--- config.mk ---
export PLATFORM = sky130hd
export DESIGN_NAME = dsp48a1
export DESIGN_NICKNAME = d
export VERILOG_FILES = /design/src/rtl/dsp48a1_pkg.sv /design/src/rtl/dsp48a1_reg_mux.sv /design/src/rtl/dsp48a1.sv
export SDC_FILE = /design/constraint.sdc
export NUM_CORES = 2
export LEC_CHECK = 0
export ABC_AREA = 1
export CELL_PAD_IN_SITES_DETAIL_PLACEMENT = 0
export CELL_PAD_IN_SITES_GLOBAL_PLACEMENT = 1
export CORE_MARGIN = 2
export CORE_UTILIZATION = 45
export DETAILED_ROUTE_END_ITERATION = 10
export PLACE_DENSITY = 0.95
export REMOVE_ABC_BUFFERS = 1
export SLEW_MARGIN = 20
export SYNTH_ARGS = -nofsm -noshare
export SYNTH_HDL_FRONTEND = slang
export SYNTH_SLANG_ARGS = --single-unit
export TNS_END_PERCENT = 1
--- constraint.sdc ---
create_clock -name clk -period 8.7 [get_ports clk]
set_clock_uncertainty 0.15 [all_clocks]
set_input_delay 0.87 -clock clk [delete_from_list [all_inputs] [get_ports clk]]
set_output_delay 0.87 -clock clk [all_outputs]
set_load 0.05 [all_outputs]
--- src/rtl/dsp48a1_pkg.sv ---
// dsp48a1_pkg: shared opmode field positions, X/Z mux encodings and source-select strings
package dsp48a1_pkg;
    localparam int OP_X_LSB = 0;
    localparam int OP_Z_LSB = 2;
    localparam int OP_PRE_EN = 4;
    localparam int OP_CARRY = 5;
    localparam int OP_PRE_SUB = 6;
    localparam int OP_POST_SUB = 7;
    localparam logic [1:0] X_ZERO = 2'd0;
    localparam logic [1:0] X_M = 2'd1;
    localparam logic [1:0] X_P = 2'd2;
    localparam logic [1:0] X_DAB = 2'd3;
    localparam logic [1:0] Z_ZERO = 2'd0;
    localparam logic [1:0] Z_PCIN = 2'd1;
    localparam logic [1:0] Z_P = 2'd2;
    localparam logic [1:0] Z_C = 2'd3;
    localparam string SEL_OPMODE5 = "OPMODE5";
    localparam string SEL_CARRYIN = "CARRYIN";
    localparam string B_DIRECT = "DIRECT";
    localparam string B_CASCADE = "CASCADE";
endpackage

--- src/rtl/dsp48a1_reg_mux.sv ---
// dsp_reg_mux: one pipeline stage, registered (REG=1) or combinational pass-through (REG=0)
//   clk, rst (sync, active-high, wins over ce), ce (load enable), d -> q (W bits)
module dsp_reg_mux #(
    parameter int W = 18,
    parameter int REG = 1
) (
    input  logic         clk,
    input  logic         rst,
    input  logic         ce,
    input  logic [W-1:0] d,
    output logic [W-1:0] q
);
    logic [W-1:0] r;
    always_ff @(posedge clk)
        if (rst) r <= '0;
        else if (ce) r <= d;
    assign q = (REG != 0) ? r : d;
endmodule

--- src/rtl/dsp48a1.sv ---
// dsp48a1: pre-adder / 18x18 multiplier / 48-bit post-adder slice with configurable pipeline
//   A, B, D, BCIN (18) data in; C, PCIN (48); carryin; opmode (8)
//   ceX / rstX per register group (sync, active-high, rst wins)
//   M (36) product; P, PCOUT (48) result; carryout, carryoutF; BCOUT (18) B1 stage
module dsp48a1 import dsp48a1_pkg::*; #(
    parameter int A0REG = 0,
    parameter int A1REG = 1,
    parameter int B0REG = 0,
    parameter int B1REG = 1,
    parameter int CREG = 1,
    parameter int DREG = 1,
    parameter int MREG = 1,
    parameter int PREG = 1,
    parameter int CARRYINREG = 1,
    parameter int CARRYOUTREG = 1,
    parameter int OPMODEREG = 1,
    parameter string CARRYINSEL = SEL_OPMODE5,
    parameter string B_INPUT = B_DIRECT
) (
    input  logic [17:0] A,
    input  logic [17:0] B,
    input  logic [17:0] BCIN,
    input  logic [47:0] C,
    input  logic [17:0] D,
    input  logic        carryin,
    output logic [35:0] M,
    output logic [47:0] P,
    output logic        carryout,
    output logic        carryoutF,
    input  logic        clk,
    input  logic [7:0]  opmode,
    input  logic        ceA,
    input  logic        ceB,
    input  logic        ceC,
    input  logic        cecarryin,
    input  logic        ceD,
    input  logic        ceM,
    input  logic        ceopmode,
    input  logic        ceP,
    input  logic        rstA,
    input  logic        rstB,
    input  logic        rstC,
    input  logic        rstcarryin,
    input  logic        rstD,
    input  logic        rstM,
    input  logic        rstopmode,
    input  logic        rstP,
    output logic [17:0] BCOUT,
    input  logic [47:0] PCIN,
    output logic [47:0] PCOUT
);
    logic [7:0] opm;
    logic [17:0] a0, a1, b0, b1, d_q, b_src, pre, b1_in;
    logic [35:0] m_q;
    logic [47:0] c_q, p_q, x, z;
    logic cyi_in, cyi, co_q;
    logic [48:0] post;

    dsp_reg_mux #(.W(8), .REG(OPMODEREG)) u_op (.clk(clk), .rst(rstopmode), .ce(ceopmode), .d(opmode), .q(opm));

    assign b_src = (B_INPUT == B_CASCADE) ? BCIN : B;
    dsp_reg_mux #(.W(18), .REG(A0REG)) u_a0 (.clk(clk), .rst(rstA), .ce(ceA), .d(A), .q(a0));
    dsp_reg_mux #(.W(18), .REG(A1REG)) u_a1 (.clk(clk), .rst(rstA), .ce(ceA), .d(a0), .q(a1));
    dsp_reg_mux #(.W(18), .REG(B0REG)) u_b0 (.clk(clk), .rst(rstB), .ce(ceB), .d(b_src), .q(b0));
    dsp_reg_mux #(.W(18), .REG(DREG)) u_d (.clk(clk), .rst(rstD), .ce(ceD), .d(D), .q(d_q));

    assign pre = opm[OP_PRE_SUB] ? d_q - b0 : d_q + b0;
    assign b1_in = opm[OP_PRE_EN] ? pre : b0;
    dsp_reg_mux #(.W(18), .REG(B1REG)) u_b1 (.clk(clk), .rst(rstB), .ce(ceB), .d(b1_in), .q(b1));
    assign BCOUT = b1;

    dsp_reg_mux #(.W(36), .REG(MREG)) u_m (.clk(clk), .rst(rstM), .ce(ceM), .d(36'(a1) * 36'(b1)), .q(m_q));
    assign M = m_q;

    dsp_reg_mux #(.W(48), .REG(CREG)) u_c (.clk(clk), .rst(rstC), .ce(ceC), .d(C), .q(c_q));

    assign cyi_in = (CARRYINSEL == SEL_CARRYIN) ? carryin : opm[OP_CARRY];
    dsp_reg_mux #(.W(1), .REG(CARRYINREG)) u_cyi (.clk(clk), .rst(rstcarryin), .ce(cecarryin), .d(cyi_in), .q(cyi));

    always_comb begin
        x = (opm[OP_X_LSB +: 2] == X_ZERO) ? 48'd0 :
            (opm[OP_X_LSB +: 2] == X_M) ? {12'd0, m_q} :
            (opm[OP_X_LSB +: 2] == X_P) ? p_q : {d_q[11:0], a1, b1};
        z = (opm[OP_Z_LSB +: 2] == Z_ZERO) ? 48'd0 :
            (opm[OP_Z_LSB +: 2] == Z_PCIN) ? PCIN :
            (opm[OP_Z_LSB +: 2] == Z_P) ? p_q : c_q;
        post = opm[OP_POST_SUB] ? {1'b0, z} - ({1'b0, x} + 49'(cyi)) : {1'b0, z} + {1'b0, x} + 49'(cyi);
    end

    dsp_reg_mux #(.W(48), .REG(PREG)) u_p (.clk(clk), .rst(rstP), .ce(ceP), .d(post[47:0]), .q(p_q));
    // carry-out register shares the carry-in group's enable and reset
    dsp_reg_mux #(.W(1), .REG(CARRYOUTREG)) u_co (.clk(clk), .rst(rstcarryin), .ce(cecarryin), .d(post[48]), .q(co_q));

    assign P = p_q;
    assign PCOUT = p_q;
    assign carryout = co_q;
    assign carryoutF = co_q;
endmodule

# After elaboration in Yosys (flattened, before gate mapping)
# Index checks and enable logic that the tools add are counted.
[totals]
word_cells = 31
regBits = 196
inputBits = 194
out_inout_bits = 152
[classes]
n_eq_ne = 4
mux = 9
reduce_logical = 2
add_sub_neg = 6
n_mul = 1
[op_table]
columns = ["cell", "n"]
rows = [
  ["$mux W48", 6],
  ["$add A48 B1 Y49", 1],
  ["$add A48 B48 Y49", 1],
  ["$add A49 B1 Y49", 1],
  ["$mux W49", 1],
  ["$sub A48 B49 Y49", 1],
  ["$mul A18 B18 Y36", 1],
  ["$mux W18", 2],
  ["$add A18 B18 Y18", 1],
  ["$sub A18 B18 Y18", 1],
  ["$eq A2 B1 Y1 const B", 2],
  ["$eq A2 B2 Y1 const B", 2],
  ["$logic_not A2 Y1", 2],
]

# Logic depth before layout (Yosys ltp)
[logic_depth]
ltp_word = 7
mapped_depth = 32
mapped_depth_nobuf = 31

# Cells and area by module
# Synthesis repeated with hierarchy kept, for this count alone.
[hier_totals]
cells_unflattened = 5256
area_unflattened_um2 = 32108.3
[modules_own_cells]
columns = ["mod", "area_each_um2", "cells_each", "seq_area_each_um2", "n_inst"]
rows = [
  ["dsp48a1", 23669.0, 3975, 0.0, 1],
  ["dsp_reg_mux at u_c ...", 1976.9, 305, 960.9, 2],
  ["dsp_reg_mux at u_a1 ...", 759.5, 114, 360.3, 3],
  ["dsp_reg_mux at u_m", 1505.2, 228, 720.7, 1],
  ["dsp_reg_mux at u_op", 341.6, 51, 160.2, 1],
  ["dsp_reg_mux at u_a0 ...", 135.1, 18, 0.0, 2],
  ["dsp_reg_mux at u_co ...", 45.0, 7, 20.0, 2],
]

# Worst setup path after synthesis
# No wires, ideal clock.
[synth_path]
path_type = "register -> register"
start = "reg u_b1.r[12] (netlist: u_b1.q[12])"
end = "reg u_m.r[35] (netlist: u_m.q[35])"
path_slack_ns = 2.752
stages_incl_launch_ff = 24
t_required_ns = 8.441
arrival_time_ns = 5.689
synth_period_minus_slack_ns = 5.948
path_cell_list = "dfxtp_1 clkbuf_1 buf_1 nand2_1 fa_1 inv_1 fa_1 fa_1 fa_1 fa_1 inv_1 fa_1 inv_1 ha_1 a21oi_1 o21ai_0 a21boi_0 inv_1 a21oi_1 o21ai_0 a21oi_1 o21ai_0 nand2_1 inv_1"
[synth_between]
elab_chain_cells = 1
[synth_lines]
columns = ["item", "line_no", "rtl"]
rows = [
  ["start: declaration", "dsp48a1_reg_mux.sv:13", "logic [W-1:0] r;"],
  ["start signal: assignment", "dsp48a1_reg_mux.sv:15", "if (rst) r <= '0;"],
  ["start signal: assignment", "dsp48a1_reg_mux.sv:16", "else if (ce) r <= d;"],
  ["$mul A18 B18 Y36", "dsp48a1.sv:72", "dsp_reg_mux #(.W(36), .REG(MREG)) u_m (.clk(clk), .rst(rstM), .ce(ceM), .d(36'(a1) * 36'(b1)), .q(m_q));"],
  ["end signal: assignment", "dsp48a1_reg_mux.sv:15", ""],
  ["end signal: assignment", "dsp48a1_reg_mux.sv:16", ""],
  ["end: declaration", "dsp48a1_reg_mux.sv:13", ""],
]
# Every way passes these cells.
# A chain may end at the register's enable or synchronous reset.

# Worst setup path in the final report
[layout_path]
start = "reg u_a1.r[10] (netlist: u_a1.q[10])"
end = "reg u_m.r[35] (netlist: u_m.q[35])"
[layout_between]
elab_chain_cells = 1
[layout_lines]
columns = ["item", "line_no"]
rows = [
  ["start: declaration", "dsp48a1_reg_mux.sv:13"],
  ["start signal: assignment", "dsp48a1_reg_mux.sv:15"],
  ["start signal: assignment", "dsp48a1_reg_mux.sv:16"],
  ["$mul A18 B18 Y36", "dsp48a1.sv:72"],
]
# Every way passes these cells.

==> tab_implementation.tex <==
\begin{tabular}{lr}
\hline
Metric & Value \\
\hline
\multicolumn{2}{l}{\textbf{Outcome}} \\
\quad Outcome & finished, final reports clean \\
\multicolumn{2}{l}{\textbf{Clock tree}} \\
\quad Number of sinks on the clock net & 196 \\
\quad CTS tree & built \\
\quad Clk buf depth & 2 \\
\quad Post-CTS setup repair buffer count & 0 \\
\quad Clock slew at reported path FFs & 0.08 ns \\
\quad Count of instances resized after the clock tree is built & 0 \\
\quad Post-CTS Hold Buffers & 0 \\
\quad CTS Buf Count & 17 \\
\quad CTS HTree Levels & 4 \\
\quad Clk Latency, worst-skew pair & 0.50 ns \\
\quad CTS Root Cell & sky130\_fd\_sc\_hd\_\_clkbuf\_16 \\
\multicolumn{2}{l}{\textbf{Timing}} \\
\quad Period minus WS final & 6.50 ns \\
\quad Post-Route Hold Slack & 0.313 ns \\
\quad Maximum clock frequency & 0.154 GHz \\
\quad Final number of max-transition violations & 0 \\
\quad Transition at the pin with the smallest max-transition slack & 1.05 ns \\
\quad Final hold vios & 0 \\
\quad Share of the clock period used by the worst path after layout & 0.747 \\
\quad Worst relative slew slack & 0.301 \\
\quad Unrepaired setup endpoints after global routing & no \\
\quad Final Setup Violations & 0 \\
\quad Final setup margin & 2.20 ns \\
\quad Sum Neg Setup Slack & 0 ns \\
\multicolumn{2}{l}{\textbf{Worst setup path}} \\
\quad Crit Path Class & flip-flop to flip-flop \\
\quad Number of cells traversed by the worst register-to-register path & 22 \\
\quad CP arrival & 6.74 ns \\
\quad Kind of start point of the critical path & flip-flop \\
\quad Critical Path Slowest Stage Cell & sky130\_fd\_sc\_hd\_\_dfxtp\_1 \\
\quad Worst EP required & 8.94 ns \\
\quad Launching instance or port of the critical path & u\_a1.q[10]\$\_SDFFE\_PP0P\_ \\
\quad Number of stages on the worst setup path & 22 \\
\quad Crit. End Element & flip-flop \\
\quad Beginning of the worst register-to-register path & u\_a1.q[10]\$\_SDFFE\_PP0P\_ \\
\quad Max Fanout on Critical Path & 14 \\
\quad Cell Chain, Critical Path & buf\_4 -> nand2\_1 -> fa\_1 -> inv\_1 -> fa\_1 -> fa\_1 -> fa\_1 -> fa\_1 -> inv\_1 -> fa\_1 -> inv\_1 -> ha\_1 -> a21oi\_1 -> o21ai\_0 -> a21boi\_0 -> inv\_1 -> a21oi\_1 -> o21ai\_0 -> a21oi\_1 -> o21ai\_0 -> nand2\_1 -> inv\_1 \\
\quad Maximum cell stage delay along the critical path & 0.81 ns \\
\quad Cell occurring most often along the worst timing path & sky130\_fd\_sc\_hd\_\_fa\_1 \\
\quad Critical path buffers and inverters & 6 \\
\quad Kind of cell with the highest combined delay on the critical path & adder cells \\
\multicolumn{2}{l}{\textbf{Finish}} \\
\quad Most frequent cells in the layout & 1108 x sky130\_fd\_sc\_hd\_\_nand2\_1, 960 x sky130\_fd\_sc\_hd\_\_inv\_1, 422 x sky130\_fd\_sc\_hd\_\_a21oi\_1 \\
\quad Count of inserted antenna diode cells & 0 \\
\quad Area added between synthesis and finish & 13.9\% \\
\quad Leading cell type in the layout, fill and taps excluded & sky130\_fd\_sc\_hd\_\_nand2\_1 \\
\quad Area of all placed cells without fillers & 34600 um2 \\
\quad Net count of the finished layout & 5600 \\
\quad Sequential cell area & 3930 um2 \\
\quad Count of placed standard cells in the final layout, fillers left out & 5764 \\
\quad Proportion of layout cells with a drive suffix above 1 & 0.0409 \\
\quad Number of filler instances in the final layout & 7014 \\
\quad Multi-input logic area & 21600 um2 \\
\multicolumn{2}{l}{\textbf{Global route}} \\
\quad Initial antenna violation count & 0 \\
\quad Largest net degree at the start of global routing & 70 \\
\quad Final global-route overflow total & 0 \\
\quad Overall global routing resource usage & 0.332 \\
\quad Global-route wire length before repair & 177 mm \\
\quad Vias in the first global route & 30000 \\
\multicolumn{2}{l}{\textbf{Route}} \\
\quad Number of antenna-violating nets in the routed design & 0 \\
\quad Routed length per instance & 20.0 um \\
\quad Total length of routed wires & 115 mm \\
\quad Detailed router's first-iteration violation count & 2595 \\
\quad Detailed Routing Iterations Pass 1 & 7 \\
\quad Total number of vias & 31100 \\
\quad DR DRC count & 0 \\
\quad Via-per-instance ratio & 5.39 \\
\multicolumn{2}{l}{\textbf{Yosys}} \\
\quad Number of storage elements in the synthesis netlist & 196 \\
\quad Distinct cell type count after synthesis & 59 \\
\quad Biggest area consumer among synthesized cells & sky130\_fd\_sc\_hd\_\_fa\_1 \\
\quad Mean Syn Cell Area & 6.45 um2 \\
\quad Dominant synthesized flop cell & sky130\_fd\_sc\_hd\_\_dfxtp\_1 \\
\quad Share of synthesized area occupied by flip-flops and latches & 0.129 \\
\quad Share of Yosys cell area claimed by the top area cell type & 0.172 \\
\quad Total standard cell area after synthesis & 30400 um2 \\
\quad Async set-reset flop share out of synthesis & 0 \\
\quad Cell types occupying the most area after synthesis & sky130\_fd\_sc\_hd\_\_fa\_1 17\%, sky130\_fd\_sc\_hd\_\_nand2\_1 14\%, sky130\_fd\_sc\_hd\_\_dfxtp\_1 13\%, sky130\_fd\_sc\_hd\_\_inv\_1 12\%, sky130\_fd\_sc\_hd\_\_ha\_1 11\% \\
\quad Number of enable-type register cells in the synthesized netlist & 0 \\
\quad Instance count of the mapped netlist & 4718 \\
\quad Count of synthesis-stage warnings from yosys & 0 \\
\multicolumn{2}{l}{\textbf{Min path}} \\
\quad Worst hold-check path type & flip-flop to flip-flop \\
\quad Hold Path Stages & 2 \\
\quad Start point of the worst hold path & u\_a1.q[6]\$\_SDFFE\_PP0P\_ \\
\multicolumn{2}{l}{\textbf{Placement}} \\
\quad Routability congestion estimate from global placement & 1.00 \\
\quad Pre-CTS setup slack & 2.34 ns \\
\quad Placed cells & 5732 \\
\quad IO Port Bufs & 326 \\
\quad Half-perimeter wire length of the detailed placement result & 93.8 mm \\
\quad Area after DPL & 34000 um2 \\
\multicolumn{2}{l}{\textbf{Power and ir drop}} \\
\quad Worst VDD drop & 0.141 mV \\
\quad Leakage power & 18.2 nW \\
\quad Power per unit of standard cell area & 135 nW/um2 \\
\multicolumn{2}{l}{\textbf{Floorplanning}} \\
\quad Core area & 67000 um2 \\
\quad Total I/O pin count & 346 \\
\quad Horizontal extent of the die & 264 um \\
\quad Die outline height & 264 um \\
\quad Std-Cell Rows & 95 \\
\quad Die Footprint & 69700 um2 \\
\quad Initial Util & 0.454 \\
\multicolumn{2}{l}{\textbf{Job}} \\
\quad Number of maximum-capacitance constraint violations & 0 \\
\hline
\end{tabular}
==> tightest hold or removal path, delay by kind of cell (launching register included) <==
family	cells	cell delay [ns]
AO/OA/AOI/OAI	1	0.05
flip-flops	1	0.31
AND/OR/NAND/NOR	1	0.06
==> layout make-up <==
cell class,count,area share
repair buffers,375,0.104
clock inverters,12,0.00643
clock buffers,20,0.0132
well taps,873,0.0315
inverters,983,0.107
multi-input cells,3305,0.624
flip-flops and latches,196,0.113
==> power breakdown <==
part / switching (mW) / leakage [nW] / internal [mW] / total, mW
Clock: 0.421 / 0.327 / 0.556 / 0.977
Combinational: 1.78 / 16.2 / 0.841 / 2.62
Sequential: 0.118 / 1.62 / 0.969 / 1.09
==> sequential cells by signal, indices dropped and copies added, names as in the netlist <==
register and flops:
u_c.q 48, u_p.q 48, u_m.q 36, u_a1.q 18, u_b1.q 18, u_d.q 18, u_op.q 8, u_co.q 1
u_cyi.q 1
==> cells by family (layout without fill, tap and decap cells) <==
family                     Yosys count  count (layout)  share of synthesized area
buffers and inverters             1217            1390                      0.160
and+or+nand+nor                   1797            1797                      0.245
xor gates and xnor gates            65              65                     0.0187
DFF                                196             196                      0.129
adders and majority gates          528             528                      0.282
AOI/OAI and AO/OA                  915             915                      0.166
==> cell usage after synthesis, drive strengths merged, types with 24 or more instances <==
cell type and count:
ha 267, nand4 34, inv 976, nand2 1150
nor2 394, o21bai 26, clkbuf 153, buf 79
nor3 24, a21oi 431, xor2 50, o21ai 343
fa 261, a211oi 42, dfxtp 196, nand3 169
==> worst paths after layout <==
| path | end | slack (ns) |
|---|---|---|
| setup / recovery | u_m.q[35]$_SDFFE_PP0P_ | 2.20 |
| hold / removal | u_a1.q[6]$_SDFFE_PP0P_ | 0.31 |
| setup reg to reg | u_m.q[35]$_SDFFE_PP0P_ | 2.20 |
| hold reg to reg | u_a1.q[6]$_SDFFE_PP0P_ | 0.31 |
==> metal layers <==
| layer | up-vias | routed length (um) | GRT usage | share of wire |
|---|---|---|---|---|
| li1 | 14900 | - | - | - |
| met1 | 14600 | 50900 | 0.458 | 0.44 |
| met2 | 1380 | 50600 | 0.527 | 0.44 |
| met3 | 177 | 9670 | 0.0486 | 0.084 |
| met4 | 0 | 4160 | 0.119 | 0.036 |
| met5 | - | 0 | 0 | 0 |
==> per-stage QoR <==
| step | power [mW] | util |
|---|---|---|
| after floorplan | 2.75 | - |
| after global placement | 3.66 | 0.507 |
| after detailed placement | 3.68 | 0.507 |
| after CTS | 4.65 | 0.517 |
| after global routing | 4.97 | 0.517 |
| final | 4.68 | 0.517 |
Power figures use the tool's default switching activity.
